$ cat src/rtl/global_defs.sv
// Project-wide matrix geometry shared by all MPU blocks.
package global_defs;
  localparam int FP              = 32;
  localparam int M               = 4;
  localparam int N               = 4;
  localparam int MBITS           = 2;
  localparam int NBITS           = 2;
  localparam int MATRIX_REG_SIZE = 4;
endpackage

$ cat src/rtl/mpu_pkg.sv
// MPU store-stream types: FSM state enum, WAIT timeout and the latched job descriptor.
package mpu_pkg;
  typedef enum logic [2:0] {IDLE, REQ, WAIT, STREAM, DONE} store_state_t;

  localparam int STORE_TIMEOUT = 16;

  typedef struct packed {
    logic [global_defs::MATRIX_REG_SIZE-1:0] addr;
    logic [global_defs::MBITS:0]             size_m;
    logic [global_defs::NBITS:0]             size_n;
    logic                                    transpose;
  } store_cfg_t;
endpackage

$ cat src/rtl/mpu_store_stream_if.sv
// Element stream from mpu_store_stream to its consumer (valid/ready handshake).
interface mpu_store_stream_if #(
  parameter int FP    = global_defs::FP,
  parameter int MBITS = global_defs::MBITS,
  parameter int NBITS = global_defs::NBITS
);
  logic [FP-1:0]  element_out;
  logic [MBITS:0] m_out;
  logic [NBITS:0] n_out;
  logic           valid_out;
  logic           ready_in;
  logic           last_out;

  modport master (output element_out, m_out, n_out, valid_out, last_out, input ready_in);
  modport slave  (input element_out, m_out, n_out, valid_out, last_out, output ready_in);
endinterface

$ cat src/rtl/mpu_store_index_counter.sv
// Row/column walk over a size_m x size_n matrix; row-major, or column-major when transpose=1.
module mpu_store_index_counter #(
  parameter int MBITS = global_defs::MBITS,
  parameter int NBITS = global_defs::NBITS
) (
  input  logic           clk,
  input  logic           rst,
  input  logic           clr,
  input  logic           adv,
  input  logic           transpose,
  input  logic [MBITS:0] size_m,
  input  logic [NBITS:0] size_n,
  output logic [MBITS:0] m,
  output logic [NBITS:0] n,
  output logic           last
);
  localparam logic [MBITS:0] M_ONE = 1;
  localparam logic [NBITS:0] N_ONE = 1;

  logic m_end, n_end;
  assign m_end = (m == size_m - M_ONE);
  assign n_end = (n == size_n - N_ONE);
  assign last  = m_end && n_end;

  always_ff @(posedge clk) begin
    if (rst || clr) begin
      m <= '0;
      n <= '0;
    end else if (adv) begin
      if (transpose) begin
        if (m_end) begin
          m <= '0;
          n <= n + N_ONE;
        end else begin
          m <= m + M_ONE;
        end
      end else begin
        if (n_end) begin
          n <= '0;
          m <= m + M_ONE;
        end else begin
          n <= n + N_ONE;
        end
      end
    end
  end
endmodule

$ cat src/rtl/mpu_store_stream.sv
// Reads one matrix from the register file and streams it element by element.
// Build option: MPU_STORE_TRANSPOSE_EN adds a transpose input for column-major order.
module mpu_store_stream
  import mpu_pkg::*;
#(
  parameter int FP              = global_defs::FP,
  parameter int M               = global_defs::M,
  parameter int N               = global_defs::N,
  parameter int MBITS           = global_defs::MBITS,
  parameter int NBITS           = global_defs::NBITS,
  parameter int MATRIX_REG_SIZE = global_defs::MATRIX_REG_SIZE
) (
  input  logic                             clk,
  input  logic                             rst,
  input  logic                             en,
  input  logic [MATRIX_REG_SIZE-1:0]       store_addr,
  input  logic [MBITS:0]                   matrix_m_size,
  input  logic [NBITS:0]                   matrix_n_size,
`ifdef MPU_STORE_TRANSPOSE_EN
  input  logic                             transpose,
`endif
  output logic                             reg_store_en,
  output logic [MATRIX_REG_SIZE-1:0]       reg_store_addr,
  input  logic [M-1:0][N-1:0][FP-1:0]      reg_element_in,
  input  logic                             reg_store_complete,
  mpu_store_stream_if.master               so,
  output logic                             busy,
  output logic                             ack,
  output logic                             error
);
  localparam int WCW = $clog2(STORE_TIMEOUT) + 1;

  store_state_t                 state, nxt;
  store_cfg_t                   cfg_q;
  logic [WCW-1:0]               wait_cnt;
  logic [M-1:0][N-1:0][FP-1:0]  buf_q;
  logic [MBITS:0]               m_idx;
  logic [NBITS:0]               n_idx;
  logic                         idx_last, size_ok, timeout, tr_in;

`ifdef MPU_STORE_TRANSPOSE_EN
  assign tr_in = transpose;
`else
  assign tr_in = 1'b0;
`endif

  assign size_ok = (matrix_m_size != '0) && (matrix_m_size <= (MBITS+1)'(M)) &&
                   (matrix_n_size != '0) && (matrix_n_size <= (NBITS+1)'(N));
  assign timeout = !reg_store_complete && (wait_cnt == WCW'(STORE_TIMEOUT - 1));

  always_ff @(posedge clk) begin
    if (rst) state <= IDLE;
    else     state <= nxt;
  end

  always_comb begin
    nxt            = state;
    reg_store_en   = 1'b0;
    reg_store_addr = '0;
    so.valid_out   = 1'b0;
    so.element_out = '0;
    so.m_out       = '0;
    so.n_out       = '0;
    so.last_out    = 1'b0;
    busy           = (state != IDLE);
    ack            = 1'b0;
    error          = 1'b0;
    case (state)
      IDLE: if (en) begin
        if (size_ok) nxt = REQ;
        else         error = 1'b1;
      end
      REQ: begin
        reg_store_en   = 1'b1;
        reg_store_addr = cfg_q.addr;
        nxt            = WAIT;
      end
      WAIT: begin
        if (reg_store_complete) nxt = STREAM;
        else if (timeout) begin
          error = 1'b1;
          nxt   = IDLE;
        end
      end
      STREAM: begin
        so.valid_out   = 1'b1;
        so.element_out = buf_q[m_idx[MBITS-1:0]][n_idx[NBITS-1:0]];
        so.m_out       = m_idx;
        so.n_out       = n_idx;
        so.last_out    = idx_last;
        if (so.ready_in && idx_last) nxt = DONE;
      end
      DONE: begin
        ack = 1'b1;
        nxt = IDLE;
      end
      default: nxt = IDLE;
    endcase
  end

  always_ff @(posedge clk) begin
    if (rst) begin
      cfg_q    <= '0;
      wait_cnt <= '0;
    end else begin
      if (state == IDLE && en && size_ok)
        cfg_q <= '{addr: store_addr, size_m: matrix_m_size, size_n: matrix_n_size, transpose: tr_in};
      if (state == REQ)       wait_cnt <= '0;
      else if (state == WAIT) wait_cnt <= wait_cnt + WCW'(1);
    end
  end

  // Snapshot is unreset: it is always rewritten before STREAM can read it.
  always_ff @(posedge clk) begin
    if (state == WAIT && reg_store_complete) buf_q <= reg_element_in;
  end

  mpu_store_index_counter #(.MBITS(MBITS), .NBITS(NBITS)) u_idx (
    .clk       (clk),
    .rst       (rst),
    .clr       (state == WAIT && reg_store_complete),
    .adv       (state == STREAM && so.ready_in),
    .transpose (cfg_q.transpose),
    .size_m    (cfg_q.size_m),
    .size_n    (cfg_q.size_n),
    .m         (m_idx),
    .n         (n_idx),
    .last      (idx_last)
  );
endmodule

$ cat src/flat_wrapper.sv
// flat-port wrapper written by rule: the top's interface ports become plain ports
module mpu_store_stream_flat import mpu_pkg::*;
#(
  parameter int FP              = global_defs::FP,
  parameter int M               = global_defs::M,
  parameter int N               = global_defs::N,
  parameter int MBITS           = global_defs::MBITS,
  parameter int NBITS           = global_defs::NBITS,
  parameter int MATRIX_REG_SIZE = global_defs::MATRIX_REG_SIZE
)
  (clk, rst, en, store_addr, matrix_m_size, matrix_n_size, reg_store_en, reg_store_addr, reg_element_in, reg_store_complete, busy, ack, error, so_element_out, so_m_out, so_n_out, so_valid_out, so_last_out, so_ready_in);
  mpu_store_stream_if #(.FP(FP), .MBITS(MBITS), .NBITS(NBITS)) so_i ();
  input  logic clk;
  input  logic rst;
  input  logic en;
  input  logic [MATRIX_REG_SIZE-1:0] store_addr;
  input  logic [MBITS:0] matrix_m_size;
  input  logic [NBITS:0] matrix_n_size;
  output logic reg_store_en;
  output logic [MATRIX_REG_SIZE-1:0] reg_store_addr;
  input  logic [M-1:0][N-1:0][FP-1:0] reg_element_in;
  input  logic reg_store_complete;
  output logic busy;
  output logic ack;
  output logic error;
  output wire logic [$bits(so_i.element_out)-1:0] so_element_out;
  output wire logic [$bits(so_i.m_out)-1:0] so_m_out;
  output wire logic [$bits(so_i.n_out)-1:0] so_n_out;
  output wire logic [$bits(so_i.valid_out)-1:0] so_valid_out;
  output wire logic [$bits(so_i.last_out)-1:0] so_last_out;
  input wire logic [$bits(so_i.ready_in)-1:0] so_ready_in;
  assign so_element_out = so_i.element_out;
  assign so_m_out = so_i.m_out;
  assign so_n_out = so_i.n_out;
  assign so_valid_out = so_i.valid_out;
  assign so_last_out = so_i.last_out;
  assign so_i.ready_in = so_ready_in;
  mpu_store_stream #(.FP(FP), .M(M), .N(N), .MBITS(MBITS), .NBITS(NBITS), .MATRIX_REG_SIZE(MATRIX_REG_SIZE)) u_core (.clk(clk), .rst(rst), .en(en), .store_addr(store_addr), .matrix_m_size(matrix_m_size), .matrix_n_size(matrix_n_size), .reg_store_en(reg_store_en), .reg_store_addr(reg_store_addr), .reg_element_in(reg_element_in), .reg_store_complete(reg_store_complete), .so(so_i), .busy(busy), .ack(ack), .error(error));
endmodule
$ cat config.mk
export PLATFORM = sky130hd
export DESIGN_NAME = mpu_store_stream_flat
export DESIGN_NICKNAME = d
export VERILOG_FILES = /design/src/rtl/global_defs.sv /design/src/rtl/mpu_pkg.sv /design/src/rtl/mpu_store_stream_if.sv /design/src/rtl/mpu_store_index_counter.sv /design/src/rtl/mpu_store_stream.sv /design/src/flat_wrapper.sv
export SDC_FILE = /design/constraint.sdc
export NUM_CORES = 1
export LEC_CHECK = 0
export CORE_AREA = 2 2 224 226
export DETAILED_ROUTE_END_ITERATION = 8
export DIE_AREA = 0 0 226 228
export DONT_BUFFER_PORTS = 1
export GPL_ROUTABILITY_DRIVEN = 0
export PLACE_DENSITY_LB_ADDON = 0.15
export SLEW_MARGIN = 40
export SYNTH_ARGS = -nofsm -noshare
export SYNTH_HDL_FRONTEND = slang
export SYNTH_SLANG_ARGS = --single-unit
$ cat constraint.sdc
create_clock -name clk -period 13.15 [get_ports clk]
set_input_delay 3.2875 -clock clk [delete_from_list [all_inputs] [get_ports clk]]
set_output_delay 3.2875 -clock clk [all_outputs]
set_load 0.05 [all_outputs]
==> flow_metrics.py, run 1 <==
metrics = {
    "global_route": {
        "antenna_found_initial": 36,
        "top_usage_layer": "met2",
        "globalRouteMet3Util": 0.0782,
        "grt_pass1_vias": 10100,
        "grt_max_degree": 114,
        "grt-ovfl-total": 0,
        "grt_use_met2": 0.345,
        "track_usage": 0.203,
        "grt_pass1_wl_um": 73100,
        "use_met1": 0.235,
    },
    "pwr": {
        "p_leak_nw": 7.13,
        "power.density_nw_per_um2": 151,
        "ir_drop_uv": 112,
    },
    "cts": {
        "numCtsBuffers": 57,
        "insertion_delay_ns": 0.60,
        "ctsHoldBuffers": 0,
        "tritoncts": "yes",
        "clockBufferDepth": 3,
        "post_cts_buffers": 0,
        "cts_sinks": 536,
        "cts_max_level": 2,
        "cts_resized": 0,
        "clockRootBuffer": "clkbuf_16",
        "path_clk_slew_ns": 0.06,
    },
    "floorplanning": {
        "ios": 575,
        "die_y_um": 228,
        "fp.dieW_um": 226,
        "die-area_sq_um": 51500,
        "num_rows": 82,
        "start_util": 0.420,
        "coreArea_sq_um": 49300,
    },
    "synth": {
        "syn_nets": 1465,
        "yosysSeqAreaShare": 0.766,
        "syn_area_sq_um": 20700,
        "syn-instance-count": 932,
        "ys_warn_count": 0,
        "avgSynthCellArea_sq_um": 22.2,
        "ys_types": 45,
        "ys_ff_latch": 536,
    },
    "drt": {
        "dr.pass1.iters": 5,
        "routedWlPerCell_um": 31.2,
        "drc": 0,
        "vias": 9549,
        "drt_iter0_markers": 780,
        "ant_nets": 0,
        "drt_wl_total_um": 53100,
        "vias_per_cell": 5.62,
    },
    "timing": {
        "setup_viol": 0,
        "hold_viol_final": 0,
        "setup_tns_ns": 0,
        "clock_skew_ns": 0.00875,
        "fmax_ghz": 0.134,
        "rsz0062_at_grt": "false",
        "relSlewSlack": 0.435,
        "tightest_slew_ns": 0.844,
        "fin_crit_ns": 7.49,
        "slew_violations": 0,
        "min_period_over_period": 0.570,
    },
    "final_layout": {
        "regArea_sq_um": 15900,
        "final_cells": 1699,
        "layout.nets": 1493,
        "final_cell_mix": "edfxtp_1, mux4_2, a22oi_1",
        "drive_gt1_frac": 0.254,
        "multi_input_area_sq_um": 4590,
        "area_growth_pct": 13.6,
        "fill_cells": 4044,
        "layout_commonest_cell": "edfxtp_1",
    },
    "setup_path": {
        "crit_arrival_ns": 4.20,
        "worstReg2RegStart": "u_core.state[0]$_SDFFE_PP0P_",
        "startpoint": "matrix_n_size[2]",
        "critPathKind": "in2out",
        "cp.required_ns": 9.86,
        "endpoint_kind": "output pin",
        "crit_fanout": 4,
        "start_kind": "input pin",
    },
    "min_path": {
        "worstHoldStart": "u_core.wait_cnt[4]$_SDFFE_PP0N_",
        "hold_path.class": "reg2reg",
    },
    "placement": {
        "placed_cells": 1573,
        "place_hpwl_um": 37100,
        "portBuffers": 0,
    },
    "run": {
        "cap_violations": 0,
    },
    "run_status": {
        "outcome": "completed",
    },
}
[final timing paths]
path / endpoint / slack (ns) / cells past startpoint
setup / recovery: error / 5.66 / 3
hold / removal: u_core.wait_cnt[4]$_SDFFE_PP0N_ / 0.49 / 2
setup reg to reg: u_core.buf_q[76]$_DFFE_PP_ / 9.30 / 6
hold reg to reg: u_core.wait_cnt[4]$_SDFFE_PP0N_ / 0.49 / 2
[power breakdown]
part	total (mW)	switching (mW)	internal, mW
Combinational	0.0363	0.0239	0.0124
Sequential	1.89	0.00564	1.89
Clock	1.62	0.663	0.954
Total	3.54	0.692	2.85
[worst max-delay path, cell delays in order]
cell     delay [ns]
nor3_1         0.30
nor4b_4        0.11
o21ai_2        0.50
[cells by family (layout without fill, tap and decap cells)]
group / Yosys count / after routing / share of synthesized area
flip-flops: 536 / 536 / 0.766
multiplexers: 140 / 140 / 0.150
AO/OA/AOI/OAI: 109 / 109 / 0.0351
AND/OR/NAND/NOR: 68 / 68 / 0.0192
buffers and inverters: 59 / 136 / 0.0199
XOR/XNOR: 14 / 14 / 0.00665
adder cells (fa/ha/maj): 6 / 6 / 0.00363
other: 0 / 18 / 0
[area by class of cell]
type / count / area share
diodes: 18 / 0.00191
clock buffers: 71 / 0.0656
inverters: 8 / 0.00144
flip-flops and latches: 536 / 0.674
multi-input cells: 337 / 0.195
well taps: 672 / 0.0357
repair buffers: 20 / 0.0104
clock inverters: 37 / 0.0157
[layer usage]
layer | up-vias | routed length (um)
met5 | - | 230
met4 | 34 | 1190
met3 | 108 | 4850
met2 | 446 | 27600
met1 | 4910 | 19300
li1 | 4051 | -
[state kept, by name, indices dropped and copies added, names as in the netlist]
signal / count
u_core.u_idx.m: 3
u_core.state: 3
u_core.wait_cnt: 5
u_core.buf_q: 512
u_core.cfg_q: 10
u_core.u_idx.n: 3
[per-stage QoR]
step | setup WS [ns] | util | power (mW) | instance area [sq um] | hold slack, ns
2_1_floorplan | 1.43 | - | 1.96 | 20700 | 0.452
3_3_place_gp | 5.40 | 0.433 | 1.96 | 21300 | 0.468
3_5_place_dp | 5.65 | 0.437 | 1.96 | 21600 | 0.479
4_1_cts | 5.65 | 0.476 | 3.59 | 23500 | 0.493
5_1_grt | 5.61 | 0.476 | 3.66 | 23500 | 0.527
6_report | 5.66 | 0.477 | 3.54 | 23500 | 0.490
[cells in the mapped netlist, drive strengths merged]
library cell,number,share of area
nor4b,1,0.0011
nand2,10,0.0018
xor2,6,0.0025
and2b,1,0.00036
nor3b,3,0.0019
or3,1,0.00030
o21ai,2,0.00048
a211oi,3,0.0011
nor4,2,0.0013
a31oi,1,0.00030
nor2b,2,0.00060
xor3,1,0.0011
dfxtp,24,0.023
or2,1,0.00030
nand4b,1,0.00042
nor2,23,0.0043
o221ai,1,0.00042
a21o,1,0.00036
a22oi,64,0.023
inv,8,0.0015
ha,6,0.0036
nand3b,2,0.00073
and2,5,0.0015
nand3,2,0.00048
buf,27,0.014
nor3,4,0.00097
clkbuf,24,0.0044
mux2i,12,0.0058
nand2b,1,0.00030
a21oi,35,0.0085
xnor2,7,0.0030
o21a,2,0.00073
mux4,128,0.14
and3,8,0.0024
edfxtp,512,0.74
nand4,1,0.00030
(Power assumes the default switching activity.)
==> run 2: changes to the inputs <==
==> constraint.sdc (replaced) <==
create_clock -name clk -period 6 [get_ports clk]
set_input_delay 1.5 -clock clk [delete_from_list [all_inputs] [get_ports clk]]
set_output_delay 1.5 -clock clk [all_outputs]
set_load 0.05 [all_outputs]
==> flow_metrics.py, run 2 (synthesis gave the netlist of run 1 again) <==
metrics = {
    "global_route": {
        "grt_pass1_wl_um": 73400,
        "track_usage": 0.203,
        "grt-ovfl-total": 0,
        "antenna_found_initial": 31,
        "grt_max_degree": 134,
        "grt_pass1_vias": 10200,
    },
    "floorplanning": {
        "coreArea_sq_um": 49300,
        "fp.dieW_um": 226,
        "die_y_um": 228,
        "die-area_sq_um": 51500,
        "ios": 575,
        "num_rows": 82,
        "start_util": 0.420,
    },
    "timing": {
        "tightest_slew_ns": 0.855,
        "clock_skew_ns": 0.0229,
        "timing.hold.ws_ns": 0.485,
        "rsz0062_at_grt": "false",
        "setup_ws_ns": 1.54,
        "relSlewSlack": 0.428,
        "fmax_ghz": 0.224,
        "min_period_over_period": 0.743,
        "setup_viol": 0,
        "hold_viol_final": 0,
        "slew_violations": 0,
        "fin_crit_ns": 4.46,
    },
    "setup_path": {
        "crit_arrival_ns": 2.96,
        "cp.required_ns": 4.50,
        "r2r_end": "u_core.buf_q[395]$_DFFE_PP_",
        "start_kind": "register",
        "critPathKind": "reg2out",
        "rr_worst_depth": 5,
        "crit_fanout": 48,
        "reg2reg_slack_ns": 3.33,
        "endpoint_kind": "output pin",
        "worstReg2RegStart": "u_core.state[0]$_SDFFE_PP0P_",
    },
    "pwr": {
        "power.density_nw_per_um2": 320,
        "ir_drop_uv": 235,
        "p_leak_nw": 7.15,
        "total_power_mw": 7.55,
    },
    "final_layout": {
        "final_cells": 1702,
        "layout_commonest_cell": "edfxtp_1",
        "final_cell_mix": "edfxtp_1, mux4_2, a22oi_1",
        "drive_gt1_frac": 0.253,
        "largestRegisters": "u_core.buf_q: 512 flops, u_core.cfg_q: 10 flops, u_core.wait_cnt: 5 flops",
        "regMostFlops": "u_core.buf_q",
        "largest_reg_flops": 512,
        "area_growth_pct": 14.0,
        "regArea_sq_um": 15900,
        "fill_cells": 4019,
        "multi_input_area_sq_um": 4610,
        "utilization": 0.478,
        "layout.nets": 1505,
    },
    "min_path": {
        "min_to": "u_core.cfg_q[7]$_SDFFE_PP0P_",
        "worstHoldStart": "u_core.cfg_q[7]$_SDFFE_PP0P_",
        "hold_depth": 2,
        "hold_path.class": "reg2reg",
    },
    "cts": {
        "cts_sinks": 536,
        "cts_max_level": 2,
        "post_cts_buffers": 0,
        "tritoncts": "yes",
        "cts_resized": 0,
        "clockBufferDepth": 3,
        "path_clk_slew_ns": 0.05,
        "numCtsBuffers": 56,
        "ctsHoldBuffers": 0,
        "insertion_delay_ns": 0.60,
        "clockRootBuffer": "clkbuf_16",
    },
    "placement": {
        "placed_cells": 1586,
        "portBuffers": 0,
        "place_hpwl_um": 38200,
        "place_ws_ns": 2.07,
    },
    "drt": {
        "routedWlPerCell_um": 30.9,
        "drt_iter0_markers": 717,
        "vias_per_cell": 5.63,
        "dr.pass1.iters": 7,
        "drt_wl_total_um": 52600,
        "ant_nets": 0,
        "drc": 0,
        "vias": 9575,
    },
    "run_status": {
        "outcome": "completed",
    },
    "run": {
        "cap_violations": 0,
    },
}
[run 2: cell types whose count changed in the layout (fill, tap and decap cells not counted), moves of 2 or more]
cell	delta
buf_4	+11
clkbuf_1	+5
clkbuf_16	-4
buf_16	+4
buf_8	+2
clkinv_2	-12
clkinv_4	+3
buf_6	-8
buf_12	+4
[run 2: area by class of cell]
type | instances | area share
clock buffers | 72 | 0.0619
clock inverters | 27 | 0.0120
inverters | 8 | 0.00143
multi-input cells | 337 | 0.195
repair buffers | 33 | 0.0194
well taps | 672 | 0.0356
diodes | 17 | 0.00180
flip-flops and latches | 536 | 0.672
[run 2: power by group]
part	total (mW)	internal [mW]	switching (mW)
combinational	0.0805	0.0284	0.0521
clock	3.33	1.93	1.40
sequential	4.14	4.13	0.0115
total	7.55	6.09	1.46
[run 2: through the flow]
step / setup TNS [ns] / instance area, sq um
finish: 0 / 23600
detailed placement: 0 / 21800
global placement: 0 / 21500
CTS: 0 / 23600
floorplan: -1879.66 / 20700
global route: 0 / 23600
[run 2: worst max path at each step]
stage / start / end / slack [ns] / cells past startpoint
after CTS: u_core.u_idx.m[0]$_SDFFE_PP0P_ / so_element_out[27] / 1.44 / 4
after global placement: u_core.u_idx.n[0]$_SDFFE_PP0P_ / so_element_out[2] / 1.59 / 3
after detailed placement: u_core.u_idx.m[0]$_SDFFE_PP0P_ / so_element_out[27] / 2.07 / 4
after floorplan: reg_store_complete / u_core.buf_q[0]$_DFFE_PP_ / -3.65 / 2
final: u_core.u_idx.m[1]$_SDFFE_PP0P_ / so_last_out / 1.54 / 5
after global routing: u_core.u_idx.m[0]$_SDFFE_PP0P_ / so_element_out[28] / 1.34 / 4
[run 2: layer usage]
metal,global-route usage,part of all wire,vias to the layer above
met5,0,0.0029,-
met4,0.0629,0.022,26
met3,0.0742,0.092,93
met2,0.348,0.52,436
met1,0.236,0.36,4970
li1,-,-,4050
[run 2: critical path, stage by stage, from the launching register on]
cell      delay, ns
dfxtp_4        0.88
buf_4          0.42
xnor2_1        0.12
nor4_1         0.25
nand3b_1       0.21
nor2_2         0.49
==> run 3: changes to the inputs <==
==> constraint.sdc (replaced) <==
create_clock -name clk -period 4.05 [get_ports clk]
set_input_delay 1.0125 -clock clk [delete_from_list [all_inputs] [get_ports clk]]
set_output_delay 1.0125 -clock clk [all_outputs]
set_load 0.05 [all_outputs]
==> flow_metrics.py, run 3 (synthesis gave the netlist of run 1 again) <==
metrics = {
    "run_status": {
        "outcome": "completed",
    },
    "timing": {
        "tightest_slew_ns": 0.861,
        "hold_viol_final": 0,
        "rsz0062_at_grt": "false",
        "fmax_ghz": 0.266,
        "slew_violations": 0,
        "setup_viol": 0,
        "min_period_over_period": 0.929,
        "setup_tns_ns": 0,
        "fin_crit_ns": 3.76,
        "clock_skew_ns": 0.0270,
        "relSlewSlack": 0.423,
    },
    "pwr": {
        "p_leak_nw": 7.45,
        "total_power_mw": 11.8,
        "ir_drop_uv": 507,
        "power.density_nw_per_um2": 491,
    },
    "setup_path": {
        "rr_worst_depth": 4,
        "crit_arrival_ns": 2.75,
        "reg2reg_slack_ns": 1.49,
        "start_kind": "register",
        "critPathKind": "reg2out",
        "cp.required_ns": 3.04,
        "crit_fanout": 12,
        "endpoint_kind": "output pin",
    },
    "drt": {
        "routedWlPerCell_um": 30.5,
        "vias": 9782,
        "drc": 0,
        "vias_per_cell": 5.57,
        "drt_iter0_markers": 820,
        "dr.pass1.iters": 5,
        "ant_nets": 0,
        "drt_wl_total_um": 53500,
    },
    "placement": {
        "placed_cells": 1626,
        "place_area_sq_um": 21900,
        "place_hpwl_um": 38100,
        "portBuffers": 0,
    },
    "floorplanning": {
        "die_y_um": 228,
        "die-area_sq_um": 51500,
        "fp.dieW_um": 226,
        "coreArea_sq_um": 49300,
        "start_util": 0.420,
        "ios": 575,
        "num_rows": 82,
    },
    "cts": {
        "post_cts_buffers": 0,
        "clockBufferDepth": 3,
        "path_clk_slew_ns": 0.06,
        "insertion_delay_ns": 0.60,
        "ctsHoldBuffers": 0,
        "numCtsBuffers": 56,
        "cts_sinks": 536,
        "cts_max_level": 2,
        "tritoncts": "yes",
        "clockRootBuffer": "clkbuf_16",
        "cts_resized": 0,
    },
    "final_layout": {
        "area_growth_pct": 15.9,
        "regMostFlops": "u_core.buf_q",
        "largest_reg_flops": 512,
        "largestRegisters": "u_core.buf_q: 512 flops, u_core.cfg_q: 10 flops, u_core.wait_cnt: 5 flops",
        "layout_commonest_cell": "edfxtp_1",
        "final_cell_mix": "edfxtp_1, mux4_2, a22oi_1",
        "finalInstanceArea_sq_um": 24000,
        "final_cells": 1756,
        "drive_gt1_frac": 0.260,
        "layout.nets": 1545,
    },
    "global_route": {
        "track_usage": 0.204,
        "grt_pass1_wl_um": 73400,
        "grt_pass1_vias": 10400,
        "antenna_found_initial": 41,
        "grt-ovfl-total": 0,
        "grt_max_degree": 122,
    },
    "run": {
        "cap_violations": 0,
    },
    "min_path": {
        "hold_path.class": "reg2reg",
        "hold_depth": 2,
    },
}
[run 3: cell types whose count changed in the layout (fill, tap and decap cells not counted), sizes merged]
cell and change:
buf +40, bufinv +8, clkbuf -10, clkinv +6, clkinvlp +4, diode +7
inv -1
[run 3: report_power, final]
group | total, mW | switching, mW | internal, mW
Combinational | 0.122 | 0.0784 | 0.0435
Clock | 5.53 | 2.14 | 3.39
Sequential | 6.14 | 0.0143 | 6.12
[run 3: final cells by class]
type	count	area (sq um)
Sequential cell	536	15900
Antenna cell	24	60.1
Clock buffer	62	1450
Clock inverter	44	549
Tap cell	672	841
Inverter	8	33.8
Multi-Input combinational cell	337	4480
Fill cell	3996	25400
Timing Repair Buffer	73	723
[run 3: per-layer routing]
| layer | part of all wire | track usage | vias up |
|---|---|---|---|
| met5 | 0.0044 | 0 | - |
| met3 | 0.093 | 0.0791 | 116 |
| met2 | 0.52 | 0.346 | 431 |
| li1 | - | - | 4152 |
| met1 | 0.36 | 0.231 | 5045 |
| met4 | 0.027 | 0.0809 | 38 |
[run 3: worst max-delay path, stage by stage (launching register included)]
cell     delay [ns]
dfxtp_1        0.59
nor2b_4        0.58
buf_4          0.26
a22oi_1        0.07
a21oi_1        0.37
buf_4          0.28
[run 3: worst paths after layout]
check	endpoint	start
worst max-delay path	so_element_out[19]	u_core.u_idx.n[1]$_SDFFE_PP0P_
worst min-delay path	u_core.cfg_q[8]$_SDFFE_PP0P_	u_core.cfg_q[8]$_SDFFE_PP0P_
worst max register to register	u_core.buf_q[402]$_DFFE_PP_	u_core.state[1]$_SDFFE_PP0P_
worst min register to register	u_core.cfg_q[8]$_SDFFE_PP0P_	u_core.cfg_q[8]$_SDFFE_PP0P_
[run 3: stage by stage]
step / utilization / setup WS [ns] / hold slack [ns]
final: 0.486 / 0.289 / 0.494
after global routing: 0.486 / 0.160 / 0.461
after CTS: 0.485 / 0.216 / 0.451
after detailed placement: 0.445 / 0.874 / 0.489
after global placement: 0.445 / 0.871 / 0.468
after floorplan: - / -5.11 / 0.452
